$ cat src/rtl/fifo_burst_reader_if.sv
// Handshake bundle between the burst reader, its source FIFO read port
// and the downstream valid/ready consumer.
interface fifo_burst_reader_if #(
    parameter int DW = 8
);
    // FIFO read port
    logic          fifo_empty;
    logic          fifo_re;
    logic [DW-1:0] fifo_dout;

    // Output word stream
    logic [DW-1:0] out_data;
    logic          out_valid;
    logic          out_ready;

    // Seen from the burst reader
    modport master (
        input  fifo_empty,
        input  fifo_dout,
        input  out_ready,
        output fifo_re,
        output out_data,
        output out_valid
    );

    // Seen from the FIFO / consumer side
    modport slave (
        output fifo_empty,
        output fifo_dout,
        output out_ready,
        input  fifo_re,
        input  out_data,
        input  out_valid
    );
endinterface

$ cat src/rtl/fifo_burst_reader.sv
// fifo_burst_reader: on a start command pops `len` words from a synchronous
// FIFO, presents each on a valid/ready stream and keeps a wrap-around sum of
// the delivered words.
// Optional feature: define FIFO_BURST_READER_TIMEOUT_EN to abort a burst with
// err=1 after TO_CYCLES consecutive empty cycles while fetching. Without it
// the fetch waits forever and err is tied low.
module fifo_burst_reader #(
    parameter int DW        = 8,
    parameter int LEN_W     = 5,
    parameter int TO_CYCLES = 255
) (
    input  logic             clk,
    input  logic             rst_n,
    input  logic             start,
    input  logic [LEN_W-1:0] len,
    output logic             busy,
    output logic             done,
    output logic             err,
    output logic [DW-1:0]    sum,
    fifo_burst_reader_if.master bus
);

    typedef enum logic [2:0] {
        S_IDLE,
        S_FETCH,
        S_CAPT,
        S_SEND,
        S_DONE
    } state_t;

    // Checksum accumulation wraps modulo 2^DW.
    function automatic logic [DW-1:0] add_wrap(input logic [DW-1:0] a,
                                               input logic [DW-1:0] b);
        return a + b;
    endfunction

    state_t           state_q, state_d;
    logic [LEN_W-1:0] len_q, len_d;
    logic [LEN_W-1:0] cnt_q, cnt_d;
    logic [DW-1:0]    sum_q, sum_d;
    logic [DW-1:0]    data_q, data_d;
    logic             valid_q, valid_d;
    logic             fifo_re_c;

`ifdef FIFO_BURST_READER_TIMEOUT_EN
    localparam int TO_W = (TO_CYCLES > 1) ? $clog2(TO_CYCLES + 1) : 1;

    logic            err_q, err_d;
    logic [TO_W-1:0] stall_q, stall_d;
`else
    // TO_CYCLES only matters when the timeout is built.
    logic unused_to_cfg;
    assign unused_to_cfg = (TO_CYCLES != 0);
`endif

    // Next-state and datapath decisions; every target defaults to hold.
    always_comb begin
        state_d   = state_q;
        len_d     = len_q;
        cnt_d     = cnt_q;
        sum_d     = sum_q;
        data_d    = data_q;
        valid_d   = valid_q;
        fifo_re_c = 1'b0;
`ifdef FIFO_BURST_READER_TIMEOUT_EN
        err_d     = err_q;
        stall_d   = stall_q;
`endif
        unique case (state_q)
            S_IDLE: begin
                if (start) begin
                    sum_d = '0;
`ifdef FIFO_BURST_READER_TIMEOUT_EN
                    err_d = 1'b0;
`endif
                    if (len != '0) begin
                        len_d   = len;
                        cnt_d   = '0;
                        state_d = S_FETCH;
`ifdef FIFO_BURST_READER_TIMEOUT_EN
                        stall_d = '0;
`endif
                    end else begin
                        // Zero-length burst: finish without touching the FIFO.
                        state_d = S_DONE;
                    end
                end
            end
            S_FETCH: begin
                // Reading only when non-empty makes an overread impossible.
                if (!bus.fifo_empty) begin
                    fifo_re_c = 1'b1;
                    state_d   = S_CAPT;
`ifdef FIFO_BURST_READER_TIMEOUT_EN
                    stall_d   = '0;
                end else if (stall_q == TO_W'(TO_CYCLES - 1)) begin
                    state_d = S_DONE;
                    err_d   = 1'b1;
                end else begin
                    stall_d = stall_q + TO_W'(1);
`endif
                end
            end
            S_CAPT: begin
                // FIFO data is valid the cycle after the read strobe.
                data_d  = bus.fifo_dout;
                valid_d = 1'b1;
                state_d = S_SEND;
            end
            S_SEND: begin
                if (bus.out_ready) begin
                    valid_d = 1'b0;
                    cnt_d   = cnt_q + LEN_W'(1);
                    sum_d   = add_wrap(sum_q, data_q);
                    if (cnt_q + LEN_W'(1) == len_q) begin
                        state_d = S_DONE;
                    end else begin
                        state_d = S_FETCH;
`ifdef FIFO_BURST_READER_TIMEOUT_EN
                        stall_d = '0;
`endif
                    end
                end
            end
            S_DONE: begin
                state_d = S_IDLE;
            end
            default: begin
                state_d = S_IDLE;
            end
        endcase
    end

    // State and datapath registers; reset aborts any burst in flight.
    always_ff @(posedge clk or negedge rst_n) begin
        if (!rst_n) begin
            state_q <= S_IDLE;
            len_q   <= '0;
            cnt_q   <= '0;
            sum_q   <= '0;
            data_q  <= '0;
            valid_q <= 1'b0;
        end else begin
            state_q <= state_d;
            len_q   <= len_d;
            cnt_q   <= cnt_d;
            sum_q   <= sum_d;
            data_q  <= data_d;
            valid_q <= valid_d;
        end
    end

`ifdef FIFO_BURST_READER_TIMEOUT_EN
    // Timeout bookkeeping: stall counter and sticky error flag.
    always_ff @(posedge clk or negedge rst_n) begin
        if (!rst_n) begin
            err_q   <= 1'b0;
            stall_q <= '0;
        end else begin
            err_q   <= err_d;
            stall_q <= stall_d;
        end
    end

    assign err = err_q;
`else
    assign err = 1'b0;
`endif

    assign busy          = (state_q == S_FETCH) || (state_q == S_CAPT) || (state_q == S_SEND);
    assign done          = (state_q == S_DONE);
    assign sum           = sum_q;
    assign bus.fifo_re   = fifo_re_c;
    assign bus.out_data  = data_q;
    assign bus.out_valid = valid_q;

endmodule
$ cat src/flat_wrapper.sv
// flat-port wrapper written by rule: the top's interface ports become plain ports
module fifo_burst_reader_flat 
#(
    parameter int DW        = 8,
    parameter int LEN_W     = 5,
    parameter int TO_CYCLES = 255
)
  (clk, rst_n, start, len, busy, done, err, sum, bus_fifo_empty, bus_fifo_dout, bus_out_ready, bus_fifo_re, bus_out_data, bus_out_valid);
  fifo_burst_reader_if #(.DW(DW)) bus_i ();
  input  logic clk;
  input  logic rst_n;
  input  logic start;
  input  logic [LEN_W-1:0] len;
  output logic busy;
  output logic done;
  output logic err;
  output logic [DW-1:0] sum;
  input wire logic [$bits(bus_i.fifo_empty)-1:0] bus_fifo_empty;
  input wire logic [$bits(bus_i.fifo_dout)-1:0] bus_fifo_dout;
  input wire logic [$bits(bus_i.out_ready)-1:0] bus_out_ready;
  output wire logic [$bits(bus_i.fifo_re)-1:0] bus_fifo_re;
  output wire logic [$bits(bus_i.out_data)-1:0] bus_out_data;
  output wire logic [$bits(bus_i.out_valid)-1:0] bus_out_valid;
  assign bus_i.fifo_empty = bus_fifo_empty;
  assign bus_i.fifo_dout = bus_fifo_dout;
  assign bus_i.out_ready = bus_out_ready;
  assign bus_fifo_re = bus_i.fifo_re;
  assign bus_out_data = bus_i.out_data;
  assign bus_out_valid = bus_i.out_valid;
  fifo_burst_reader #(.DW(DW), .LEN_W(LEN_W), .TO_CYCLES(TO_CYCLES)) u_core (.clk(clk), .rst_n(rst_n), .start(start), .len(len), .busy(busy), .done(done), .err(err), .sum(sum), .bus(bus_i));
endmodule
$ cat config.mk
export PLATFORM = sky130hd
export DESIGN_NAME = fifo_burst_reader_flat
export DESIGN_NICKNAME = d
export VERILOG_FILES = /design/src/rtl/fifo_burst_reader_if.sv /design/src/rtl/fifo_burst_reader.sv /design/src/flat_wrapper.sv
export SDC_FILE = /design/constraint.sdc
export NUM_CORES = 1
export LEC_CHECK = 0
export ABC_AREA = 1
export BUFFER_PORTS_ARGS = -buffer_cell sky130_fd_sc_hd__buf_4
export CORE_MARGIN = 8
export CORE_UTILIZATION = 55
export CTS_CLUSTER_DIAMETER = 80
export CTS_CLUSTER_SIZE = 8
export DETAILED_ROUTE_END_ITERATION = 8
export HOLD_SLACK_MARGIN = 0.08
export PLACE_DENSITY_LB_ADDON = 0.08
export SKIP_CTS_REPAIR_TIMING = 1
export SLEW_MARGIN = 20
export SYNTH_ARGS = -nofsm -noshare
export SYNTH_HDL_FRONTEND = slang
export SYNTH_SLANG_ARGS = --single-unit
export TNS_END_PERCENT = 20
$ cat constraint.sdc
create_clock -name clk -period 3.35 [get_ports clk]
set_input_delay 0.8375 -clock clk [delete_from_list [all_inputs] [get_ports clk]]
set_output_delay 0.8375 -clock clk [all_outputs]
set_load 0.005 [all_outputs]
==> metrics list, run 1 <==
- The flow ran to the end, and the final reports show no timing, DRC or antenna violations.
- Overflow left after global routing: 0
- Final Hold Violating Endpoints: 0
- 0 antenna diodes ended up in the layout.
* Worst setup path endpoint: bus_fifo_re
- After technology mapping, the gate count stands at around 220.
* Count of nets left with antenna violations after detail routing: 0
- For the worst-skew pair, the clock arrives at the later sink with an insertion delay of 320 ps.
- Relative to the synthesized area, the layout overhead comes to 21.3%.
* Origin of the worst setup path: u_core.state_q[2]
* Clk root buf: clkbuf_4
- Along the worst path, the maximum fanout reaches 6.
* Sum Neg Setup Slack: 0 ps
* TritonCTS clock tree: built
* Number of cells on the worst reg-to-reg path: 12
- Power per cell area: 821 nW/um^2
* TritonCTS buffer count: 5
- Final setup fails: 0
* Total Routing Usage GR: ~15%
* Wire per inst: roughly 11 um
- For this run, the top clock speed supported by timing is roughly 0.45 GHz.
- The first global-routing pass estimated 6.19 mm of wire.
- STA classifies the critical path startpoint as a flip-flop.
- The initial antenna violation count was 0.
* Placeable Area: 3030 sq um
* Cell variety after synth: 32
- The H-tree generated during clock tree synthesis spans 2 levels.
- Reported max-cap violation count: 0
* VDD IR max: roughly 0.37 mV
- The average instance in the mapped netlist occupies around 8 sq um.
- After synthesis, the share of flip-flops with an asynchronous set or reset is 100%.
- Commonest register cell after synthesis: dfrtp_1
- The via count of the first global-routing pass was roughly 1400.
* WP data arrival: roughly 1400 ps
- The synthesized design contains 30 register bits.
- Unrepaired setup endpoints after global routing: false
- In this run the vertical extent of the chip is 72.1 um.
- For the worst setup path, the data required time is 2510 ps.
- Fill cell total of the finished layout: 289
- Setup slack on the worst reg-to-reg path comes out at between 1500 and 2000 ps.
* Most common library cell in the layout ignoring fill and taps: nand2_1
- # nets final: 291
- Cells fill between 60% and 70% of the core in the end.
* Worst slack after detailed placement: between 1000 and 1500 ps
- Of the cells placed in the final design, the portion with a size suffix greater than 1 is about 22%.
- Starting utilization of the core area: 57.1%
* I/O pins: 39
* Commonest cells after routing, fill and taps aside: nand2_1, buf_4, inv_1
- Crit share post-route: between 60% and 70%
* Drt drc: 0
* Number of max-slew violations in the final report: 0
* Clock-pin slew on the worst setup and hold paths: approximately 90 ps
- Violation count after the first detailed-route iteration: 94
- For this run, the number of Yosys warnings is 0.
- Width of the die: a little over 70 um
* Endpoint of the worst-slack reg-to-reg timing path: u_core.sum[6]
* P_leak: ~1.2 nW
- Number of clock sinks: 30
- Vias: about 1500
- The routed design could run at a clock period as short as between 2000 and 2500 ps.
- DR pass1 iterations: 4
- Post-detailed-route via-to-cell ratio: 4.73
- The die covers 5190 sq um.
* Post-synthesis instance area: approximately 1700 sq um
- Of the synthesized area, sequential elements account for 43.4%.
- The initialized floorplan defines 20 standard-cell rows.
- Nets in the synthesized netlist: 249
- In this run, synthesis inferred 0 flip-flops with an integrated enable.
- Start-to-end type of the worst setup path: reg -> out
- Maximum number of buffers from clock root to sink: 2
- Path type of the worst min-delay path: in -> async
- Port bufs: 37
- Pin count of the biggest net entering global routing: 31
- After layout, the worst setup slack is approximately 1100 ps.
- Final clock skew: between 10 and 15 ps
- Total routed wirelength: about 3.5 mm
- The worst setup path is captured at an output port.
- Detail Placement HPWL: 2.76 mm
* Final weighted congestion of routability-driven global placement: roughly 0.78
- Startpoint of the worst register-to-register path: u_core.bus.out_data[0]
-- where the power goes --
part	internal [mW]	switching, mW	leakage (nW)
clock	0.0945	0.116	0.0302
combinational	0.393	0.482	0.763
sequential	0.507	0.128	0.383
total	0.994	0.726	1.18
-- kinds of logic after synthesis --
family	after synthesis	share of synthesized area, %
compound gates	27	9.34
xor+xnor	2	1.01
fa+ha+maj	9	6.95
buf+inv	38	9.27
flops	30	43.4
other cells	1	0.217
simple gates	115	29.8
-- state kept, by name, indices dropped and copies added (netlist names) --
name,count
u_core.bus.out_valid,1
u_core.bus.out_data,8
u_core.cnt_q,5
u_core.state_q,3
u_core.len_q,5
u_core.sum,8
-- worst max-delay path, stage by stage (launching register included) --
cell     delay [ps]
dfrtp_1         480
nor3_1          320
inv_1            70
nor2_1           90
buf_4           110
-- per-layer routing --
layer / vias to the layer above / share of wire [%] / global-route usage, %
li1: 780 / - / -
met1: 631 / 45 / 17.2
met4: 0 / 2.4 / 7.03
met2: 31 / 46 / 24.3
met3: 9 / 6.3 / 5.10
met5: - / 0 / 0
-- synth_stat cells, drive strengths merged, types with 2 or more instances --
library cell	n	area, sq um
nand2	81	322
inv	33	124
dfrtp	30	751
nor2	16	85.1
o21ai	14	70.1
nand3	10	50.1
ha	8	100
a21oi	5	28.8
nand4	5	31.3
buf	3	23.8
nor3	3	26.3
o22ai	3	18.8
a22o	2	20.0
clkinv	2	12.5
-- worst min-delay path by stage --
stage | from | endpoint | slack, ps | cells after the start
after floorplan | u_core.bus.out_valid | u_core.bus.out_valid | 470 | 2
after global placement | u_core.bus.out_valid | u_core.bus.out_valid | 460 | 2
after detailed placement | u_core.bus.out_valid | u_core.bus.out_valid | 480 | 2
after CTS | rst_n | u_core.sum[1] | 420 | 1
after global routing | rst_n | u_core.sum[1] | 440 | 1
final | rst_n | u_core.bus.out_data[2] | 420 | 1
-- cell type report --
cell class / count / area [sq um] / share of cell area [%]
Sequential cell: 30 / 751 / 35.8
Multi-Input combinational cell: 154 / 817 / 39.0
Timing Repair Buffer: 38 / 285 / 13.6
Inverter: 35 / 136 / 6.51
Clock buffer: 6 / 51.3 / 2.45
Tap cell: 44 / 55.1 / 2.63
-- metrics by stage --
step	total power [mW]	hold WS, ps	area [sq um]	std cells
after floorplan	1.22	465	1730	222
after global placement	1.51	459	2040	301
after detailed placement	1.53	480	2040	301
after CTS	1.75	421	2100	307
after global routing	1.91	439	2100	307
final	1.72	422	2100	307
Note: power is estimated with default switching activity, not from simulation.
==> run 2: changes to the inputs <==
--- a/config.mk
+++ b/config.mk
@@ -8,7 +8,7 @@
 export ABC_AREA = 1
 export BUFFER_PORTS_ARGS = -buffer_cell sky130_fd_sc_hd__buf_4
 export CORE_MARGIN = 8
-export CORE_UTILIZATION = 55
+export CORE_UTILIZATION = 48
 export CTS_CLUSTER_DIAMETER = 80
 export CTS_CLUSTER_SIZE = 8
 export DETAILED_ROUTE_END_ITERATION = 8
==> constraint.sdc (replaced) <==
create_clock -name clk -period 2 [get_ports clk]
set_input_delay 0.5 -clock clk [delete_from_list [all_inputs] [get_ports clk]]
set_output_delay 0.5 -clock clk [all_outputs]
set_load 0.005 [all_outputs]
==> run 2 against run 1 <==
Non-clock buffer count unchanged. Sequential power is 69% higher. First-iteration DRC count is 52% lower. Total power grew 68%. Design area is 0.30% higher. Final cell count rose by 1.6%. Clock power rose by 57%. Global-route usage fell by 1.2 points. Worst setup slack got worse by 980 ps. Critical path type unchanged.
==> metrics list, run 2 (synthesis results as in run 1) <==
* Outcome: finished, final reports clean (unchanged)
- The setup clock skew after layout was 7.59 ps (was 10.3 ps).
* Total routed wirelength: 3.67 mm (was 3.53 mm)
- Count of nets left with antenna violations after detail routing: 0 (unchanged)
* Power per cell area: 1380 nW/um^2 (was 821 nW/um^2)
- Drt drc: 0 (unchanged)
* P&R area growth vs syn: 21.7% (was 21.3%)
- The number of diodes added for antenna fixing was 0 (unchanged).
- # nets final: 291 (unchanged)
* Placeable Area: 3550 sq um (was 3030 sq um)
- TritonCTS clock tree: built (unchanged)
- The leftover overflow at the end of global routing is 0 (unchanged).
* Sum Neg Setup Slack: 0 ps (unchanged)
- Final Hold Violating Endpoints: 0 (unchanged)
* Detail Placement HPWL: 2.80 mm (was 2.76 mm)
- The reg-to-reg setup timing slack came to 240 ps (was 1510 ps).
- The die area was 5780 sq um (was 5190 sq um).
- Most common library cell in the layout ignoring fill and taps: nand2_1 (unchanged)
- The register area came to 751 sq um (unchanged).
* CP max FO: 6 (unchanged)
* Area occupied by multi-input gates: 825 sq um (was 817 sq um)
* Number of H-tree levels: 2 (unchanged)
- P_leak: 1.17 nW (was 1.18 nW)
- Worst slack after detailed placement: 223 ps (was 1350 ps)
- Fill cell total of the finished layout: 346 (was 289)
* Initial antenna violation count: 0 (unchanged)
- The via total after detailed routing is 1512 (was 1451).
* Port bufs: 37 (unchanged)
* Required arrival time at the worst endpoint: 1500 ps (was 2510 ps)
- VDD IR max: 0.604 mV (was 0.369 mV)
- Pin count of the biggest net entering global routing: 31 (unchanged)
- Dividing the final minimum period by the clock period gives around 93%.
* Maximum number of buffers from clock root to sink: 2 (unchanged)
- Share of post-route cells with drive strength above 1: 22.3% (was 22.1%)
- Path type of the worst min-delay path: in -> async (unchanged)
* Standard-cell rows: 22 (was 20)
- Fin crit period: between 1500 and 2000 ps
- The worst setup slack after layout is 138 ps (was 1120 ps).
- The final number of setup-violating endpoints came to 0 (unchanged).
- Reported max-cap violation count: 0 (unchanged)
- The final-report max-slew violation count came to 0 (unchanged).
* Kind of end point of the critical path: output port (unchanged)
* Number of cells on the worst reg-to-reg path: 12 (unchanged)
- WP data arrival: 1360 ps (was 1390 ps)
* Endpoint of the worst-slack reg-to-reg timing path: u_core.sum[6] (unchanged)
- The critical path class was reg -> out (unchanged).
- The via count of the first global-routing pass is 1557 (was 1433).
* Starting utilization of the core area: 48.7% (was 57.1%)
- Commonest cells after routing, fill and taps aside: nand2_1, buf_4, inv_1 (unchanged).
- Final weighted congestion of routability-driven global placement: 0.795 (was 0.784)
- The width of the die is 76 um (was 72.1 um).
- TritonCTS buffer count: 5 (unchanged)
- The startpoint of the most critical register-to-register path was u_core.bus.out_data[0] (unchanged).
* Clk root buf: clkbuf_4 (unchanged)
- Unrepaired setup endpoints after global routing: false (unchanged)
- The total power is 2.89 mW (was 1.72 mW).
- The number of ports placed on the die boundary came to 39 (unchanged).
* DR pass1 iterations: 4 (unchanged)
* Final design utilization: 59.2% (was 69.2%)
- Startpoint type of the worst setup path: flip-flop (unchanged)
- First-pass GRT wire length: 6.60 mm (was 6.19 mm)
- Overall die height: 76 um (was 72.1 um)
- Worst-Skew Late Latency: 330 ps (was 320 ps)
- The vias per cell is 4.85 (was 4.73).
* Number of clock sinks: 30 (unchanged)
* Total Routing Usage GR: 13.7% (was 14.9%)
* Wire per inst: 11.8 um (was 11.5 um)
- The initial DRC count was 45 (was 94).
- Highest achievable clock rate: 0.537 GHz
- Clock-pin slew on the worst setup and hold paths: 90 ps (about the same)
## run 2: cell types whose count changed in the layout (fill, tap and decap cells not counted)
cell	change
clkbuf_1	+2
clkbuf_8	-1
fa_1	-1
fa_2	+1
nor3_1	-1
nor3_2	+1
## run 2: critical path, cell delays in order (launching register included)
cell and delay [ps]:
dfrtp_1 490, nor3_2 270, inv_1 70, nor2_1 90
buf_4 110
## run 2: through the flow
step                      hold slack [ps]  cells  cell area [sq um]
final                                75.7    312               2100
after global routing                 97.7    312               2100
after CTS                            86.1    312               2090
after detailed placement              450    305               2050
after global placement                451    305               2050
after floorplan                       204    222               1730
## run 2: per-layer routing
metal,wire [um],part of all wire [%],global-route usage (%),vias to the layer above
met1,1600,44,14.8,689
met5,0,0,0,-
met2,1820,50,23.7,27
met3,172,4.7,4.83,8
met4,75,2.0,5.69,0
li1,-,-,-,788
## run 2: cell type report
| type | count | share of cell area, % |
|---|---|---|
| Multi-Input combinational cell | 154 | 39.2 |
| Sequential cell | 30 | 35.7 |
| Tap cell | 48 | 2.86 |
| Clock buffer | 7 | 2.14 |
| Inverter | 35 | 6.49 |
| Timing Repair Buffer | 38 | 13.6 |
## run 2: worst max-delay path by stage
stage	depth (start not counted)	to	start	slack, ps
3_3_place_gp	12	u_core.sum[6]	u_core.bus.out_data[0]	260
6_report	4	bus_fifo_re	u_core.state_q[2]	140
4_1_cts	4	bus_fifo_re	u_core.state_q[2]	50
2_1_floorplan	12	u_core.sum[6]	u_core.bus.out_data[0]	310
5_1_grt	4	bus_fifo_re	u_core.state_q[2]	30
3_5_place_dp	12	u_core.sum[6]	u_core.bus.out_data[0]	220
## run 2: power by group
group / total (mW) / internal, mW / switching [mW]
registers: 1.07 / 0.849 / 0.221
logic: 1.49 / 0.666 / 0.826
clock network: 0.332 / 0.132 / 0.199
total: 2.89 / 1.65 / 1.25
==> run 3: changes to the inputs <==
--- a/config.mk
+++ b/config.mk
@@ -7,13 +7,15 @@
 export LEC_CHECK = 0
 export ABC_AREA = 1
 export BUFFER_PORTS_ARGS = -buffer_cell sky130_fd_sc_hd__buf_4
+export CELL_PAD_IN_SITES_DETAIL_PLACEMENT = 0
+export CELL_PAD_IN_SITES_GLOBAL_PLACEMENT = 2
 export CORE_MARGIN = 8
-export CORE_UTILIZATION = 48
-export CTS_CLUSTER_DIAMETER = 80
+export CORE_UTILIZATION = 27
+export CTS_CLUSTER_DIAMETER = 120
 export CTS_CLUSTER_SIZE = 8
 export DETAILED_ROUTE_END_ITERATION = 8
 export HOLD_SLACK_MARGIN = 0.08
-export PLACE_DENSITY_LB_ADDON = 0.08
+export PLACE_DENSITY = 0.8
 export SKIP_CTS_REPAIR_TIMING = 1
 export SLEW_MARGIN = 20
 export SYNTH_ARGS = -nofsm -noshare
==> run 3 against run 2 <==
Clock power is 54% higher. Routed wire length rose by 10%. Via count shrank 5.0%.
==> metrics list, run 3 (synthesis results as in run 1) <==
* Unrepaired setup endpoints after global routing: false (unchanged)
- The final-report max-slew violation count was 0 (unchanged).
- Commonest cells after routing, fill and taps aside: nand2_1, buf_4, inv_1 (unchanged)
* Final design utilization: 34.9% (was 59.2%)
- The layout-stage area growth over the synthesis result came to 26.6% (was 21.7%).
- The number of buffers inserted during clock tree synthesis came to 5 (unchanged).
- The critical path startpoint is u_core.state_q[2] (unchanged).
- Share of post-route cells with drive strength above 1: 23.4% (was 22.3%)
* Total routed wirelength: 4.04 mm (was 3.67 mm)
- The clock input transition at the sequential cells of the worst setup and hold paths was 70 ps (was 90 ps).
* Final weighted congestion of routability-driven global placement: 0.740 (was 0.795)
* WP data arrival: 1320 ps (was 1360 ps)
- The combined area of the multi-input logic cells came to 825 sq um (unchanged).
- Total Power Consumption: 3.08 mW (was 2.89 mW)
* Required arrival time at the worst endpoint: 1500 ps (about the same)
- The buffer and inverter count on the worst path came to 2 (unchanged).
- Number of cells in the design after placement: 334 (was 305)
* Violation count after the first detailed-route iteration: 52 (was 45)
- The critical path class is reg -> out (unchanged).
- Cells traversed along the worst timing path: nor3_2 > inv_1 > nor2_1 > buf_4 (unchanged).
* Max stage delay cell, worst path: dfrtp_1 (unchanged)
* Reported max-cap violation count: 0 (unchanged)
* Outcome: finished, final reports clean (unchanged)
- The final-layout fill cell count is 686 (was 346).
- Path type of the worst min-delay path: in -> async (unchanged)
- The global-route wire length before repair is 6.91 mm (was 6.60 mm).
- The width of the die came to 96.0 um (was 76 um).
- The clock latency of the later-clocked register in the worst-skew pair was 280 ps (was 330 ps).
* Kind of end point of the critical path: output port (unchanged)
* Detail Placement HPWL: 3.12 mm (was 2.80 mm)
- The leading cell type in the layout, fill and taps excluded was nand2_1 (unchanged).
- The remaining antenna violation count is 0 (unchanged).
* DR pass1 iterations: 4 (unchanged)
- Area of the die: 9220 sq um (was 5780 sq um)
* Filler-free cell count of the finished design: 342 (was 312)
* FF/Latch Area: 751 sq um (unchanged)
* Power per cell area: 1410 nW/um^2 (was 1380 nW/um^2)
* Sum Neg Setup Slack: 0 ps (unchanged)
* Final clock skew: 8.17 ps (was 7.59 ps)
* Vias: 1436 (was 1512)
- The startpoint of the most critical register-to-register path is u_core.bus.out_data[0] (unchanged).
* Total Routing Usage GR: 9.75% (was 13.7%)
- Crit path max-delay family: flip-flops (unchanged)
- Inserted Diodes: 0 (unchanged)
* Number of H-tree levels: 2 (unchanged)
- Overall die height: 96.0 um (was 76 um)
* Clk root buf: clkbuf_8 (was clkbuf_4)
- Number of global-route vias before repair: 1512 (was 1557)
* Maximum number of buffers from clock root to sink: 2 (unchanged)
- The share of the cycle needed by the critical path after routing came to 91.2% (was 93.1%).
- The core outline area was 6280 sq um (was 3550 sq um).
* Number of clock sinks: 30 (unchanged)
- Wire per inst: 11.8 um (about the same)
* P_leak: 1.19 nW (was 1.17 nW)
* Initial antenna violation count: 0 (unchanged)
* CP max FO: 6 (unchanged)
* # nets final: 291 (unchanged)
- The hold violation total from the final report is 0 (unchanged).
- The vias per cell came to 4.20 (was 4.85).
- Starting utilization of the core area: 27.5% (was 48.7%)
- Fin crit period: 1820 ps (was 1860 ps)
- The maximum achievable frequency came to 0.549 GHz (was 0.537 GHz).
- The delay of the slowest cell on the worst path was 500 ps (was 490 ps).
- Final setup fails: 0 (unchanged)
* VDD IR max: 0.479 mV (was 0.604 mV)
- The number of standard-cell rows in the floorplan was 29 (was 22).
- Startpoint type of the worst setup path: flip-flop (unchanged)
- The largest net degree at the start of global routing was 31 (unchanged).
- Overflow left after global routing: 0 (unchanged)
- The count of unresolved DRC violations after routing was 0 (unchanged).
* Hold Worst Slack: 142 ps (was 75.7 ps)
- The number of ports placed on the die boundary was 39 (unchanged).
- The number of port buffers came to 37 (unchanged).
- TritonCTS clock tree: built (unchanged)
[run 3: final cells by class]
type,count,area share [%]
clock buffer,6,3.77
clock inverter,2,0.572
inverter,35,6.23
multi-input combinational,154,37.7
sequential,30,34.3
tap,77,4.40
timing repair buffer,38,13.0
[run 3: worst paths after layout]
path	endpoint	slack [ps]	depth (start not counted)
worst max-delay path	bus_fifo_re	180	4
worst min-delay path	u_core.bus.out_data[7]	140	1
worst max register to register	u_core.sum[6]	250	12
worst min register to register	u_core.bus.out_valid	520	2
max in group asynchronous	u_core.sum[2]	1560	1
min in group clk	u_core.bus.out_data[6]	420	3
[run 3: power by group]
part	leakage [nW]	internal, mW	switching (mW)
clock network	0.0472	0.276	0.234
registers	0.383	0.851	0.220
logic	0.763	0.663	0.838
[run 3: layer usage]
metal | track usage [%] | vias up | part of all wire [%]
met5 | 0 | - | 0
met2 | 14.8 | 29 | 43
met1 | 12.3 | 620 | 49
li1 | - | 783 | -
met4 | 4.99 | 0 | 1.9
met3 | 2.81 | 4 | 6.1
[run 3: stage by stage]
step                      setup slack [ps]  instance area (sq um)
after CTS                             64.7                   2180
after floorplan                        313                   1730
after global routing                  19.0                   2190
after detailed placement               223                   2090
final                                  177                   2190
after global placement                 253                   2090
